[config.mk]
export PLATFORM = sky130hd
export DESIGN_NAME = serial_frame_rx_flat
export DESIGN_NICKNAME = d
export VERILOG_FILES = /design/src/rtl/serial_frame_rx_if.sv /design/src/rtl/serial_frame_rx.sv /design/src/flat_wrapper.sv
export SDC_FILE = /design/constraint.sdc
export NUM_CORES = 1
export LEC_CHECK = 0
export BUFFER_PORTS_ARGS = -buffer_cell sky130_fd_sc_hd__buf_4
export CORE_ASPECT_RATIO = 0.5
export CORE_MARGIN = 2
export CORE_UTILIZATION = 39
export DETAILED_ROUTE_END_ITERATION = 16
export GPL_TIMING_DRIVEN = 0
export PLACE_DENSITY = 0.63
export REMOVE_ABC_BUFFERS = 1
export SYNTH_ARGS = -nofsm -noshare
export SYNTH_HDL_FRONTEND = slang
export SYNTH_SLANG_ARGS = --single-unit
[constraint.sdc]
create_clock -name clk -period 2.05 [get_ports clk]
set_clock_uncertainty 0.15 [all_clocks]
set_input_delay 0.41 -clock clk [delete_from_list [all_inputs] [get_ports clk]]
set_output_delay 0.41 -clock clk [all_outputs]
set_load 0.02 [all_outputs]
[src/rtl/serial_frame_rx_if.sv]
// serial_frame_rx_if: bundles the serial line inputs and the valid/ready word port
// of the framed serial receiver. The master modport is the receiver side.
interface serial_frame_rx_if #(
    parameter int WIDTH = 8
);
    logic             bit_en;
    logic             serial_in;
    logic             msb_first;
    logic [WIDTH-1:0] dout;
    logic             dout_valid;
    logic             dout_ready;
    logic             busy;
    logic             frame_err;
    logic             parity_err;
    logic             overrun;

    modport master (
        input  bit_en,
        input  serial_in,
        input  msb_first,
        input  dout_ready,
        output dout,
        output dout_valid,
        output busy,
        output frame_err,
        output parity_err,
        output overrun
    );

    modport slave (
        output bit_en,
        output serial_in,
        output msb_first,
        output dout_ready,
        input  dout,
        input  dout_valid,
        input  busy,
        input  frame_err,
        input  parity_err,
        input  overrun
    );
endinterface

[src/rtl/serial_frame_rx.sv]
// serial_frame_rx: framed serial-to-parallel receiver.
// Frame: start bit (0), WIDTH data bits (MSB- or LSB-first), optional even parity
// bit, stop bit (1). Defining SERIAL_FRAME_RX_PARITY_EN adds the parity bit and
// drives parity_err; otherwise parity_err is tied low.
module serial_frame_rx #(
    parameter int WIDTH = 8
) (
    input logic                clk,
    input logic                rst,
    serial_frame_rx_if.master  bus
);
    localparam int CNT_W = $clog2(WIDTH);

    typedef enum logic [1:0] {
        IDLE   = 2'd0,
        DATA   = 2'd1,
        STOP   = 2'd3
`ifdef SERIAL_FRAME_RX_PARITY_EN
        , PARITY = 2'd2
`endif
    } state_t;

    state_t           state;
    logic [CNT_W-1:0] bit_cnt;
    logic [WIDTH-1:0] shifter;
    logic             order_msb;
    logic             parity_bad;
    logic [WIDTH-1:0] dout_r;
    logic             dout_valid_r;
    logic             frame_err_r;
    logic             overrun_r;
`ifdef SERIAL_FRAME_RX_PARITY_EN
    logic             parity_err_r;
`endif

    // Frame FSM, shifter and holding register; only strobed cycles advance the frame
    always_ff @(posedge clk or posedge rst) begin
        if (rst) begin
            state        <= IDLE;
            bit_cnt      <= '0;
            shifter      <= '0;
            order_msb    <= 1'b0;
            parity_bad   <= 1'b0;
            dout_r       <= '0;
            dout_valid_r <= 1'b0;
            frame_err_r  <= 1'b0;
            overrun_r    <= 1'b0;
`ifdef SERIAL_FRAME_RX_PARITY_EN
            parity_err_r <= 1'b0;
`endif
        end else begin
            frame_err_r <= 1'b0;
            overrun_r   <= 1'b0;
`ifdef SERIAL_FRAME_RX_PARITY_EN
            parity_err_r <= 1'b0;
`endif
            if (dout_valid_r && bus.dout_ready) begin
                dout_valid_r <= 1'b0;
            end
            if (bus.bit_en) begin
                case (state)
                    IDLE: begin
                        if (!bus.serial_in) begin
                            state      <= DATA;
                            bit_cnt    <= '0;
                            order_msb  <= bus.msb_first;
                            parity_bad <= 1'b0;
                        end
                    end
                    DATA: begin
                        if (order_msb) begin
                            shifter <= {shifter[WIDTH-2:0], bus.serial_in};
                        end else begin
                            shifter <= {bus.serial_in, shifter[WIDTH-1:1]};
                        end
                        bit_cnt <= bit_cnt + 1'b1;
                        if (bit_cnt == CNT_W'(WIDTH - 1)) begin
`ifdef SERIAL_FRAME_RX_PARITY_EN
                            state <= PARITY;
`else
                            state <= STOP;
`endif
                        end
                    end
`ifdef SERIAL_FRAME_RX_PARITY_EN
                    PARITY: begin
                        if (bus.serial_in != (^shifter)) begin
                            parity_bad <= 1'b1;
                        end
                        state <= STOP;
                    end
`endif
                    STOP: begin
                        state       <= IDLE;
                        frame_err_r <= !bus.serial_in;
`ifdef SERIAL_FRAME_RX_PARITY_EN
                        parity_err_r <= parity_bad;
`endif
                        if (bus.serial_in && !parity_bad) begin
                            if (!dout_valid_r || bus.dout_ready) begin
                                dout_r       <= shifter;
                                dout_valid_r <= 1'b1;
                            end else begin
                                overrun_r <= 1'b1;
                            end
                        end
                    end
                    default: state <= IDLE;
                endcase
            end
        end
    end

    assign bus.dout       = dout_r;
    assign bus.dout_valid = dout_valid_r;
    assign bus.busy       = (state != IDLE);
    assign bus.frame_err  = frame_err_r;
    assign bus.overrun    = overrun_r;
`ifdef SERIAL_FRAME_RX_PARITY_EN
    assign bus.parity_err = parity_err_r;
`else
    assign bus.parity_err = 1'b0;
`endif

endmodule

[src/flat_wrapper.sv]
// flat-port wrapper written by rule: the top's interface ports become plain ports
module serial_frame_rx_flat 
#(
    parameter int WIDTH = 8
)
  (clk, rst, bus_bit_en, bus_serial_in, bus_msb_first, bus_dout_ready, bus_dout, bus_dout_valid, bus_busy, bus_frame_err, bus_parity_err, bus_overrun);
  serial_frame_rx_if #(.WIDTH(WIDTH)) bus_i ();
  input logic clk;
  input logic rst;
  input wire logic [$bits(bus_i.bit_en)-1:0] bus_bit_en;
  input wire logic [$bits(bus_i.serial_in)-1:0] bus_serial_in;
  input wire logic [$bits(bus_i.msb_first)-1:0] bus_msb_first;
  input wire logic [$bits(bus_i.dout_ready)-1:0] bus_dout_ready;
  output wire logic [$bits(bus_i.dout)-1:0] bus_dout;
  output wire logic [$bits(bus_i.dout_valid)-1:0] bus_dout_valid;
  output wire logic [$bits(bus_i.busy)-1:0] bus_busy;
  output wire logic [$bits(bus_i.frame_err)-1:0] bus_frame_err;
  output wire logic [$bits(bus_i.parity_err)-1:0] bus_parity_err;
  output wire logic [$bits(bus_i.overrun)-1:0] bus_overrun;
  assign bus_i.bit_en = bus_bit_en;
  assign bus_i.serial_in = bus_serial_in;
  assign bus_i.msb_first = bus_msb_first;
  assign bus_i.dout_ready = bus_dout_ready;
  assign bus_dout = bus_i.dout;
  assign bus_dout_valid = bus_i.dout_valid;
  assign bus_busy = bus_i.busy;
  assign bus_frame_err = bus_i.frame_err;
  assign bus_parity_err = bus_i.parity_err;
  assign bus_overrun = bus_i.overrun;
  serial_frame_rx #(.WIDTH(WIDTH)) u_core (.clk(clk), .rst(rst), .bus(bus_i));
endmodule
# Word-level counts from Yosys, hierarchy flattened
# Index checks and enable logic that the tools add are counted.
[word_totals]
register_bits = 25
input_bits = 6
out_inout_bits = 13
elab_cells = 44
[op_classes]
n_addsub = 1
eq_ne = 5
mux = 17
bitwise_logic = 1
n_reduce_logical = 12
[op_table]
columns = ["operator", "n"]
rows = [
  ["$mux 1", 11],
  ["$reduce_and 3->1", 3],
  ["$mux 8", 1],
  ["$pmux 3 s2", 1],
  ["$mux 2", 2],
  ["$pmux 2 s2", 1],
  ["$reduce_and 4->1", 1],
  ["$reduce_bool 2->1", 2],
  ["$add 3x1->3 const B", 1],
  ["$eq 3x3->1 const B", 1],
  ["$mux 3", 1],
  ["$eq 2x1->1 const B", 1],
  ["$eq 2x2->1 const B", 1],
  ["$logic_not 1->1", 2],
  ["$logic_not 2->1", 1],
  ["$ne 2x1->1 const B", 1],
  ["$ne 2x2->1 const B", 1],
  ["$reduce_and 2->1", 1],
  ["$logic_and 1x1->1", 1],
  ["$logic_or 1x1->1", 1],
  ["$not 1->1", 1],
]

# Depth between registers and ports, before layout
# Gate-level depths: netlist of run 1.
[depth]
depth_word = 6
mapped_depth = 5
depth_no_buf = 4

# Worst setup path before layout of run 1
# No wires, ideal clock.
[synth_path]
path_kind = "register to register"
startpoint = "reg u_core.state[1]"
endpoint = "reg u_core.order_msb"
setup_ns = 0.125
t_arrival_ns = 1.302
required_ns = 1.775
slack_ns = 0.473
stages_incl_launch_ff = 4
path_buffers = 0
synth_period_minus_slack_ns = 1.577
cell_sequence = "dfrtp_1 -> or2_1 -> nor3b_1 -> mux2_2"
[synth_between]
elab_chain_len = 2
[synth_rtl]
columns = ["element", "line_no", "rtl"]
rows = [
  ["from (decl)", "serial_frame_rx.sv:23", "state_t state;"],
  ["from (signal assigned)", "serial_frame_rx.sv:39", "state <= IDLE;"],
  ["from (signal assigned)", "serial_frame_rx.sv:64", "state <= DATA;"],
  ["from (signal assigned)", "serial_frame_rx.sv:81", "state <= STOP;"],
  ["$logic_not 2->1", "serial_frame_rx.sv:61", "case (state)"],
  ["$reduce_and 3->1 (no source line)", "n/a", ""],
  ["to (signal assigned)", "serial_frame_rx.sv:66", "order_msb <= bus.msb_first;"],
  ["to (decl)", "serial_frame_rx.sv:26", "logic order_msb;"],
]
# Every way passes these cells.
# A chain may end at the register's enable or synchronous reset.

# Final worst setup path of run 1
[layout_path]
startpoint = "reg u_core.state[0]"
endpoint = "reg u_core.dout_r[5], in the netlist u_core.bus.dout[5]"
[layout_between]
elab_chain_len = 2
[layout_rtl]
columns = ["element", "line_no", "rtl"]
rows = [
  ["$eq 2x2->1", "serial_frame_rx.sv:61", ""],
  ["$reduce_and 4->1 (no source line)", "n/a", ""],
  ["to (signal assigned)", "serial_frame_rx.sv:101", "dout_r <= shifter;"],
  ["to (decl)", "serial_frame_rx.sv:28", "logic [WIDTH-1:0] dout_r;"],
]
# Every way passes these cells.

==> run metrics, run 1 <==
run status completed; setup violators final 0; synthesized cell area 0.001114 sq mm; final hold violations 0; syn_area_per_cell 12.80 sq um; min Tclk post-route around 1.8 ns; CP max FO 8; buffer levels on the longest clock path 2; critical-path cell with the highest stage delay sky130_fd_sc_hd__nor2b_2; top post-synthesis cells by area sky130_fd_sc_hd__dfrtp_1 56%, sky130_fd_sc_hd__mux2_4 11%, sky130_fd_sc_hd__mux2i_1 8.1%; unrepaired setup endpoints after global routing false; ratio of cells with drive above 1 in the final layout 0.3107; DR DRC count 0; via count of the first global-routing pass 560; Max VDD drop 0.5154 mV; total negative setup slack 0 ns; Post-CTS Setup Inserts 0; total inserted antenna cells 0; number of synthesized flops with an enable pin 0; Clock Sink Count 25; wire length of the first global-routing pass 2753 microns; Starting Density 0.4200; final slew viol count 0; class of the tightest hold or removal check in -> async; DIE AREA between 0.003 and 0.004 sq mm; detailed-routing iteration count for the pre-antenna-repair pass 2; delay of the slowest cell on the worst path 0.51 ns; count leader, synth sky130_fd_sc_hd__dfrtp_1; site row count 13; violation count after the first detailed-routing iteration between 40 and 50; hold buffer count at cts 0; flip-flop and latch count after synthesis 25; worst reg-to-reg setup slack approximately 0.3 ns; Die Y 41.79 microns; Worst Setup Start Kind register; Avg Vias per Cell around 4.5; area fraction of the dominant cell type after synthesis 0.5618; Worst-path clk slew 0.08 ns; leakage power summed over all cells 0.6309 nW; cell count after synthesis 87; number of cells on the worst reg-to-reg path 3; final antenna-violating net count 0; detailed placer's ending HPWL about 1200 microns; cell breakdown of the critical path nand4_2 -> nor2b_2 -> mux2_4; routed length per placed instance roughly 12 microns; pin count of the biggest net entering global routing 26; WP data arrival 1.76 ns; nature of the critical path endpoint register; gpl congestion just under 0.7; RR Startpoint u_core.state[0]; r2r endpoint u_core.bus.dout[5]; total placed instance area between 0.001 and 0.0015 sq mm; total congestion overflow after global routing 0; maximum achievable frequency 569.8 MHz; share of synthesized flip-flops with an asynchronous set or reset 1.000; power density relative to cell area 1257 mW/mm^2; data required time at the worst endpoint approximately 2.1 ns; post-synthesis cell type count 26; initial antenna violation count 0; overall global routing resource usage 0.1098; Crit Path Category reg -> reg; reported max-cap violation count 0; placeable core region between 0.002 and 0.003 sq mm; I/O Buffers 17; primary flip-flop cell chosen by synthesis mapping sky130_fd_sc_hd__dfrtp_1; Die X ~80 microns; clock latency reported for the late side of the worst-skew pair about 0.26 ns; vias 630; fin nets about 110; sequential element share of the synthesized area 0.5618; TritonCTS clock tree done; Final period util 0.8561; total wire length about 1700 microns; num ports 19; top post-synthesis cells by count 25 x sky130_fd_sc_hd__dfrtp_1, 9 x sky130_fd_sc_hd__mux2i_1, 9 x sky130_fd_sc_hd__nand2_1, 9 x sky130_fd_sc_hd__o21ai_0, 8 x sky130_fd_sc_hd__mux2_4; cell type contributing the most total cell area after synthesis sky130_fd_sc_hd__dfrtp_1; CTS-repair resized insts 0; area grow syn2layout 16.63%; clock buffers created by TritonCTS 3; deepest level of the CTS H-tree 1; cell area after layout 0.001299 sq mm; root buffer selected by CTS sky130_fd_sc_hd__clkbuf_8; slew margin rel. 0.3811; number of warnings issued by yosys 0; transition at the pin with the smallest max-transition slack roughly 0.93 ns
-- cells by family after synthesis --
kind of cell,share of synthesized area
AOI/OAI and AO/OA,0.06517
adders and majority gates,0.02247
buffers and inverters,0.03708
DFF,0.5618
muxes,0.2090
other,0.003368
and+or+nand+nor,0.1011
-- cells in the final DEF (no fill, tap or decap) --
cell type and n:
sky130_fd_sc_hd__nand2_1 9, sky130_fd_sc_hd__mux2_2 2, sky130_fd_sc_hd__inv_1 2, sky130_fd_sc_hd__ha_1 2, sky130_fd_sc_hd__nor3b_1 1, sky130_fd_sc_hd__clkbuf_8 3
sky130_fd_sc_hd__nand2b_1 1, sky130_fd_sc_hd__a22o_1 2, sky130_fd_sc_hd__a21oi_1 2, sky130_fd_sc_hd__clkbuf_1 1, sky130_fd_sc_hd__mux2_4 8, sky130_fd_sc_hd__and2_1 1
sky130_fd_sc_hd__nand3_1 1, sky130_fd_sc_hd__buf_4 17, sky130_fd_sc_hd__nor2b_2 1, sky130_fd_sc_hd__nor2b_1 1, sky130_fd_sc_hd__nand3b_1 1, sky130_fd_sc_hd__o21ai_0 9
sky130_fd_sc_hd__nand4_2 1, sky130_fd_sc_hd__mux2i_1 9, sky130_fd_sc_hd__nor2_1 1, sky130_fd_sc_hd__conb_1 1, sky130_fd_sc_hd__or2_1 1, sky130_fd_sc_hd__and4_1 1
sky130_fd_sc_hd__dfrtp_1 25
-- final cells by class --
cell class | instances | area (sq um)
Clock buffer | 4 | 45.04
Fill cell | 243 | 1353
Inverter | 2 | 7.507
Multi-Input combinational cell | 55 | 446.7
Sequential cell | 25 | 625.6
Tap cell | 37 | 46.29
Timing Repair Buffer | 17 | 127.6
-- power by group --
group / total [mW] / internal [mW] / switching, mW
Clock: 0.285 / 0.139 / 0.147
Sequential: 0.814 / 0.654 / 0.159
Combinational: 0.534 / 0.300 / 0.234
-- stage by stage --
| step | total power, mW | setup slack, ns | hold slack, ns | utilization | std cells |
|---|---|---|---|---|---|
| 2_1_floorplan | 1.179 | 0.4565 | 0.2873 | - | 82 |
| 3_3_place_gp | 1.353 | 0.2043 | 0.3390 | 0.4729 | 136 |
| 3_5_place_dp | 1.368 | 0.1968 | 0.3434 | 0.4729 | 136 |
| 4_1_cts | 1.659 | 0.2434 | 0.2235 | 0.4899 | 140 |
| 5_1_grt | 1.740 | 0.1693 | 0.2231 | 0.4899 | 140 |
| 6_report | 1.633 | 0.2949 | 0.1989 | 0.4899 | 140 |
-- worst max-delay path: cells and delay by family (launching register included) --
kind             cells  cell delay (ns)
multiplexers         1             0.35
AND/OR/NAND/NOR      2             0.67
flip-flops           1             0.47
-- worst max-delay path by stage --
stage | start | end
CTS | u_core.state[0] | u_core.bus.dout[7]
finish | u_core.state[0] | u_core.bus.dout[5]
global placement | bus_bit_en | u_core.bus.dout[7]
floorplan | u_core.bus.dout_valid | u_core.bus.dout[0]
detailed placement | bus_bit_en | u_core.bus.dout[7]
global route | u_core.state[0] | u_core.bus.dout[5]
-- flip-flops by register name, summed over array words and instances (netlist names) --
name,flops
u_core.bit_cnt,3
u_core.bus.dout,8
u_core.bus.dout_valid,1
u_core.bus.frame_err,1
u_core.bus.overrun,1
u_core.order_msb,1
u_core.shifter,8
u_core.state,2
-- per-layer routing --
| layer | up-vias | part of all wire | GRT usage |
|---|---|---|---|
| li1 | 329 | - | - |
| met1 | 290 | 0.53 | 0.1556 |
| met2 | 11 | 0.44 | 0.1580 |
| met3 | 0 | 0.034 | 0.04565 |
| met4 | 0 | 0 | 0.02069 |
| met5 | - | 0 | 0 |
No activity file was read; power rests on OpenSTA's default activity.
==> run 2: changes to the inputs <==
--- a/config.mk
+++ b/config.mk
@@ -12,7 +12,7 @@
 export DETAILED_ROUTE_END_ITERATION = 16
 export GPL_TIMING_DRIVEN = 0
 export PLACE_DENSITY = 0.63
-export REMOVE_ABC_BUFFERS = 1
+export SETUP_SLACK_MARGIN = 0.5
 export SYNTH_ARGS = -nofsm -noshare
 export SYNTH_HDL_FRONTEND = slang
 export SYNTH_SLANG_ARGS = --single-unit
==> run 2 against run 1 <==
Compared with the run above: fmax increased by 8.8%; global-route usage increased by 1.6 points; first-iteration DRC count decreased by 35%; routed wire length increased by 11%; design area increased by 5.4%; largest cell class unchanged.
==> run metrics, run 2 (synthesized netlist as in run 1, its figures left out) <==
synthesized netlist net count 95; reported max-cap violation count 0; reported net switching power around 0.57 mW; delay of the slowest cell on the worst path approximately 0.40 ns; met3 layer usage reported by global route 0.04565; fin nets between 100 and 150; Worst-path clk slew 0.08 ns; clock network power share 0.170; number of cells on the worst reg-to-reg path 5; buffer levels on the longest clock path 2; overall global routing resource usage 0.1256; slew margin rel. 0.3816; min Tclk post-route around 1.6 ns; placeable core region around 0.0027 sq mm; Avg Vias per Cell 4.830; cell breakdown of the critical path or2_4 -> buf_6; setup violators final 0; Starting Density 0.4200; met1 routing resource usage after global routing 0.1581; part of the total power dissipated in combinational logic 0.382; r2r endpoint u_core.bus.dout[6]; num ports 19; DIE AREA about 0.0033 sq mm; worst reg-to-reg setup slack approximately 0.55 ns; internal power component between 1 and 1.5 mW; class of the tightest hold or removal check in -> async; final hold violations 0; gpl congestion slightly above 0.7; RR Startpoint u_core.state[0]; total wire length between 1500 and 2000 microns; Final period util 0.7871; unrepaired setup endpoints after global routing true; met2 capacity usage during global routing 0.1966; global route hottest layer met2; violation count after the first detailed-routing iteration 28; root buffer selected by CTS sky130_fd_sc_hd__clkbuf_8; number of filler instances in the final layout about 240; kind of cell adding the most delay to the critical path flip-flops; total inserted antenna cells 0; site row count 13; DR DRC count 0; wire length of the first global-routing pass 3105 microns; ratio of cells with drive above 1 in the final layout 0.3909; data required time at the worst endpoint 1.49 ns; power density relative to cell area 1253 mW/mm^2; leading cell type in the layout, fill and taps excluded sky130_fd_sc_hd__dfrtp_1; vias 710; critical-path cell with the highest stage delay sky130_fd_sc_hd__dfrtp_2; final antenna-violating net count 0; leading cell types in the layout, fill and taps excluded 23 x sky130_fd_sc_hd__dfrtp_1, 19 x sky130_fd_sc_hd__buf_4, 9 x sky130_fd_sc_hd__mux2i_1, 9 x sky130_fd_sc_hd__nand2_1, 9 x sky130_fd_sc_hd__o21ai_0; Max VDD drop 0.4621 mV; Reg power frac 0.448; area of combinational cells with multiple inputs between 400 and 500 sq um; final slew viol count 0; Die Y around 42 microns; nature of the critical path endpoint output pin; number of buffers and inverters on the critical path 1; clock latency reported for the late side of the worst-skew pair approximately 0.27 ns; Crit Path Category reg -> out; area grow syn2layout 22.92%; WP data arrival around 1.1 ns; initial antenna violation count 0; maximum achievable frequency around 620 MHz; via count of the first global-routing pass a little under 700; TritonCTS clock tree done; PnR Total Power between 1.5 and 2 mW; sequential cell area in the final layout 628.1 sq um; clock buffers created by TritonCTS 3; transition at the pin with the smallest max-transition slack between 0.9 and 1 ns; run status completed; CP max FO 2; routed length per placed instance 12.80 microns; detailed-routing iteration count for the pre-antenna-repair pass 4; Die X between 70 and 80 microns; leakage power summed over all cells 0.6667 nW; detailed placer's ending HPWL about 1300 microns; total congestion overflow after global routing 0; Clock Sink Count 25; Worst Setup Start Kind register; total negative setup slack 0 ns; switching share of power 0.3346; pin count of the biggest net entering global routing 26; deepest level of the CTS H-tree 1; I/O Buffers 16
run 2: per-stage QoR:
| stage | worst slack, ns | utilization | area [sq um] | std cells | hold WS, ns |
|---|---|---|---|---|---|
| global placement | 0.4284 | 0.4837 | 1282 | 140 | 0.3390 |
| CTS | 0.4249 | 0.5092 | 1350 | 146 | 0.2141 |
| finish | 0.4364 | 0.5163 | 1369 | 147 | 0.1905 |
| floorplan | 0.5141 | - | 1116 | 87 | 0.2873 |
| global route | 0.4012 | 0.5163 | 1369 | 147 | 0.2099 |
| detailed placement | 0.4073 | 0.4837 | 1282 | 140 | 0.3391 |
run 2: layer usage:
metal  part of all wire  routed length, microns  vias up
li1                   -                       -      349
met1               0.48                     901      342
met2               0.46                     865       14
met3              0.044                      83        5
met4              0.016                      31        0
met5                  0                       0        -
run 2: cell type report:
cell class / instances / area share
clock inverter: 1 / 0.003656
multi-input combinational: 55 / 0.3346
timing repair buffer: 19 / 0.1069
inverter: 2 / 0.005484
tap: 37 / 0.03382
clock buffer: 3 / 0.03016
sequential: 25 / 0.4589
buffer: 5 / 0.02651
run 2: worst reg2reg max path, delay by kind of cell, from the launching register on:
kind                   cells  cell delay [ns]
muxes                      1             0.31
buffers and inverters      2             0.32
and+or+nand+nor            2             0.25
DFF                        1             0.36
run 2: how the worst max path moves through the flow:
| stage | startpoint | endpoint | slack [ns] | depth (start not counted) |
|---|---|---|---|---|
| after floorplan | bus_bit_en | u_core.bus.dout[0] | 0.51 | 5 |
| after global placement | bus_bit_en | u_core.bus.dout[6] | 0.43 | 5 |
| after detailed placement | bus_bit_en | u_core.bus.dout[7] | 0.41 | 5 |
| after CTS | u_core.state[0] | bus_busy | 0.42 | 2 |
| after global routing | u_core.state[0] | bus_busy | 0.40 | 2 |
| final | u_core.state[0] | bus_busy | 0.44 | 2 |
run 2: what timing repair did:
action / in CTS / in global routing
setup endpoints to repair: 2 / 15
pin swaps: 1 / 0
hold buffers: 0 / 0
setup buffers: 2 / 1
resized for setup: 3 / 2
run 2: power by group through the flow:
stage	Sequential [mW]	Clock (mW)	Combinational [mW]
CTS	0.770	0.304	0.643
detailed placement	0.793	0	0.603
global placement	0.787	0	0.587
finish	0.768	0.292	0.654
global route	0.793	0.321	0.718
floorplan	0.830	0	0.374
==> run 3: changes to the inputs <==
--- a/config.mk
+++ b/config.mk
@@ -5,13 +5,14 @@
 export SDC_FILE = /design/constraint.sdc
 export NUM_CORES = 1
 export LEC_CHECK = 0
+export ABC_AREA = 1
 export BUFFER_PORTS_ARGS = -buffer_cell sky130_fd_sc_hd__buf_4
 export CORE_ASPECT_RATIO = 0.5
 export CORE_MARGIN = 2
 export CORE_UTILIZATION = 39
 export DETAILED_ROUTE_END_ITERATION = 16
 export GPL_TIMING_DRIVEN = 0
-export PLACE_DENSITY = 0.63
+export PLACE_DENSITY = 0.65
 export SETUP_SLACK_MARGIN = 0.5
 export SYNTH_ARGS = -nofsm -noshare
 export SYNTH_HDL_FRONTEND = slang
==> constraint.sdc (replaced) <==
create_clock -name clk -period 1.43 [get_ports clk]
set_clock_uncertainty 0.15 [all_clocks]
set_input_delay 0.286 -clock clk [delete_from_list [all_inputs] [get_ports clk]]
set_output_delay 0.286 -clock clk [all_outputs]
set_load 0.02 [all_outputs]
==> run 3 against run 2 <==
Compared with the run above: the flow now finishes with violations (hold timing, setup timing); cell count grew 44%; synthesized cell count grew 56%; design area grew 25%; clock power grew 41%; non-clock buffer count grew 15; via count grew 39%; sequential power grew 37%; flip-flop and latch count is the same; sequential share of layout area shrank 9.2 points; register-to-register slack lost 0.47 ns; largest cell class unchanged; largest power group unchanged.
==> run metrics, run 3 <==
launching element of the worst setup path u_core.state[0]; leading cell type in the layout, fill and taps excluded sky130_fd_sc_hd__nand2_1; Starting Density 0.4282; Crit Path Category reg -> out; violations in the final reports hold timing, setup timing; top post-synthesis cells by count 50 x sky130_fd_sc_hd__nand2_1, 25 x sky130_fd_sc_hd__dfrtp_1, 16 x sky130_fd_sc_hd__o21ai_0; internal power component between 1 and 1.5 mW; I/O Buffers 17; run status complete, but fails checks; vias around 990; Final period util 1.000; via count of the first global-routing pass between 800 and 900; number of synthesized flops with an enable pin 0; Avg Vias per Cell 4.660; synthesized cell area between 0.001 and 0.0015 sq mm; detailed placer's ending HPWL ~1500 microns; num ports 19; final slew viol count 0; share of synthesized flip-flops with an asynchronous set or reset 1.000; cell area after layout 0.001710 sq mm; worst reg-to-reg setup slack ~0.080 ns; DR DRC count 0; min Tclk post-route between 1 and 1.5 ns; clock network power share 0.187; leakage power summed over all cells between 0.8 and 0.9 nW; number of warnings issued by yosys 0; power density relative to cell area 1288 mW/mm^2; CP max FO 2; overall global routing resource usage 0.1509; top post-synthesis cells by area sky130_fd_sc_hd__dfrtp_1 54%, sky130_fd_sc_hd__nand2_1 16%, sky130_fd_sc_hd__o21ai_0 6.9%; maximum achievable frequency approximately 700 MHz; Final Hold Slack -0.09865 ns; clock buffers created by TritonCTS 3; end point of the critical path bus_busy; cell count after synthesis 136; setup violators final 1; switching share of power 0.3414; leading cell types in the layout, fill and taps excluded 42 x sky130_fd_sc_hd__nand2_1, 23 x sky130_fd_sc_hd__dfrtp_1, 19 x sky130_fd_sc_hd__buf_4; total placed instance area around 0.0014 sq mm; number of cells on the worst reg-to-reg path 7; flip-flop and latch count after synthesis 25; detailed-routing iteration count for the pre-antenna-repair pass 4; reported net switching power approximately 0.75 mW; synthesized netlist net count around 140; reported max-cap violation count 0; buffer levels on the longest clock path 2; syn_area_per_cell around 8.5 sq um; Setup WS post-layout -0.0001247 ns; WP data arrival 0.99 ns; slew margin rel. 0.6472; ratio of cells with drive above 1 in the final layout 0.3829; Worst-path clk slew about 0.090 ns; Placed Cells 190; nature of the critical path endpoint output pin; pin count of the biggest net entering global routing 26; DIE AREA approximately 0.0034 sq mm; primary flip-flop cell chosen by synthesis mapping sky130_fd_sc_hd__dfrtp_1; final hold violations 25; placeable core region roughly 0.0027 sq mm; area grow syn2layout 47.94%; gpl congestion ~0.8; count leader, synth sky130_fd_sc_hd__nand2_1; unrepaired setup endpoints after global routing true; total congestion overflow after global routing 0; Worst Setup Start Kind register; transition at the pin with the smallest max-transition slack 0.5281 ns; post-synthesis cell type count 19; clock latency reported for the late side of the worst-skew pair ~0.27 ns; deepest level of the CTS H-tree 1; Die Y approximately 43 microns; setup slack after placement around 0.04 ns; initial antenna violation count 0; part of the total power dissipated in combinational logic 0.338; RR Startpoint u_core.state[0]; area fraction of the dominant cell type after synthesis 0.5411; site row count 13; root buffer selected by CTS sky130_fd_sc_hd__clkbuf_8; routed length per placed instance 11.47 microns; total wire length 2432 microns; fin nets roughly 180; sequential element share of the synthesized area 0.5411; Max VDD drop between 0.5 and 0.6 mV; class of the tightest hold or removal check in -> async; Reg power frac 0.475; cell type contributing the most total cell area after synthesis sky130_fd_sc_hd__dfrtp_1; Die X between 80 and 90 microns; final antenna-violating net count 0; Clock Sink Count 25; TritonCTS clock tree done; total inserted antenna cells 0; data required time at the worst endpoint between 0.9 and 1 ns; violation count after the first detailed-routing iteration between 40 and 50; non-filler instance count after layout between 200 and 250; wire length of the first global-routing pass just under 4000 microns; PnR Total Power approximately 2.2 mW; r2r endpoint u_core.bus.dout[3]
run 3: changes by cell type in the layout (fill, tap and decap cells not counted), moves of 7 or more:
cell / delta
sky130_fd_sc_hd__nand2_2: +8
sky130_fd_sc_hd__mux2i_1: -9
sky130_fd_sc_hd__buf_6: +15
sky130_fd_sc_hd__o21ai_1: +7
sky130_fd_sc_hd__inv_1: +11
sky130_fd_sc_hd__nand2_1: +33
sky130_fd_sc_hd__mux2_4: -8
sky130_fd_sc_hd__nand4_1: +8
run 3: how the worst min path moves through the flow:
| stage | depth (start not counted) | from | end | slack [ns] |
|---|---|---|---|---|
| finish | 2 | rst | u_core.shifter[3] | -0.1 |
| global route | 2 | rst | u_core.bus.overrun | -0.05 |
| CTS | 2 | rst | u_core.order_msb | -0.08 |
| detailed placement | 2 | u_core.bus.dout[4] | u_core.bus.dout[4] | 0.31 |
| global placement | 2 | u_core.bus.dout[7] | u_core.bus.dout[7] | 0.31 |
| floorplan | 1 | rst | u_core.bit_cnt[0] | 0.16 |
run 3: final cells by class:
cell class                 count  area (sq um)
clock buffer                   3         41.29
fill                         224         989.7
timing repair buffer          34         340.3
sequential                    25         628.1
inverter                      17         72.57
clock inverter                 1         5.005
tap                           37         46.29
multi-input combinational     89         516.7
timing repair inverter         1         11.26
buffer                         5         48.80
run 3: stage by stage:
step	hold slack (ns)	util	setup TNS [ns]
after floorplan	0.1632	-	0
after global placement	0.3065	0.5111	0
after detailed placement	0.3096	0.5111	0
after CTS	-0.08013	0.5894	0
after global routing	-0.04577	0.6335	-0.03506
final	-0.09865	0.6335	-0.0001247
run 3: timing repair:
action,4_1_cts,5_1_grt
endpoints found under the hold margin,25,25
endpoints found under the setup margin,61,37
pin swaps,4,4
setup buffers,9,7
gates resized for setup,19,17
gates cloned,2,0
run 3: power groups by stage:
stage	sequential [mW]	combinational [mW]	clock, mW
6_report	1.05	0.744	0.413
4_1_cts	1.04	0.669	0.422
3_3_place_gp	1.05	0.554	0
3_5_place_dp	1.05	0.573	0
2_1_floorplan	1.05	0.383	0
5_1_grt	1.07	0.839	0.458
run 3: per-layer routing:
| layer | GRT usage | routed length (microns) | up-vias |
|---|---|---|---|
| li1 | - | - | 510 |
| met1 | 0.2019 | 1106 | 459 |
| met2 | 0.2331 | 1228 | 17 |
| met3 | 0.05172 | 86 | 2 |
| met4 | 0.04068 | 12 | 0 |
| met5 | 0 | 0 | - |
run 3: cell families after synthesis:
logic type,Yosys count,synth area share
buffers and inverters,22,0.08440
DFF,25,0.5411
AOI/OAI and AO/OA,19,0.08225
and+or+nand+nor,67,0.2673
other,1,0.003244
adders and majority gates,2,0.02164
run 3: critical path, cell delays in order (launching register included):
cell                      delay (ns)
sky130_fd_sc_hd__dfrtp_1        0.42
sky130_fd_sc_hd__nor2_4         0.14
sky130_fd_sc_hd__inv_2          0.04
sky130_fd_sc_hd__buf_6          0.12
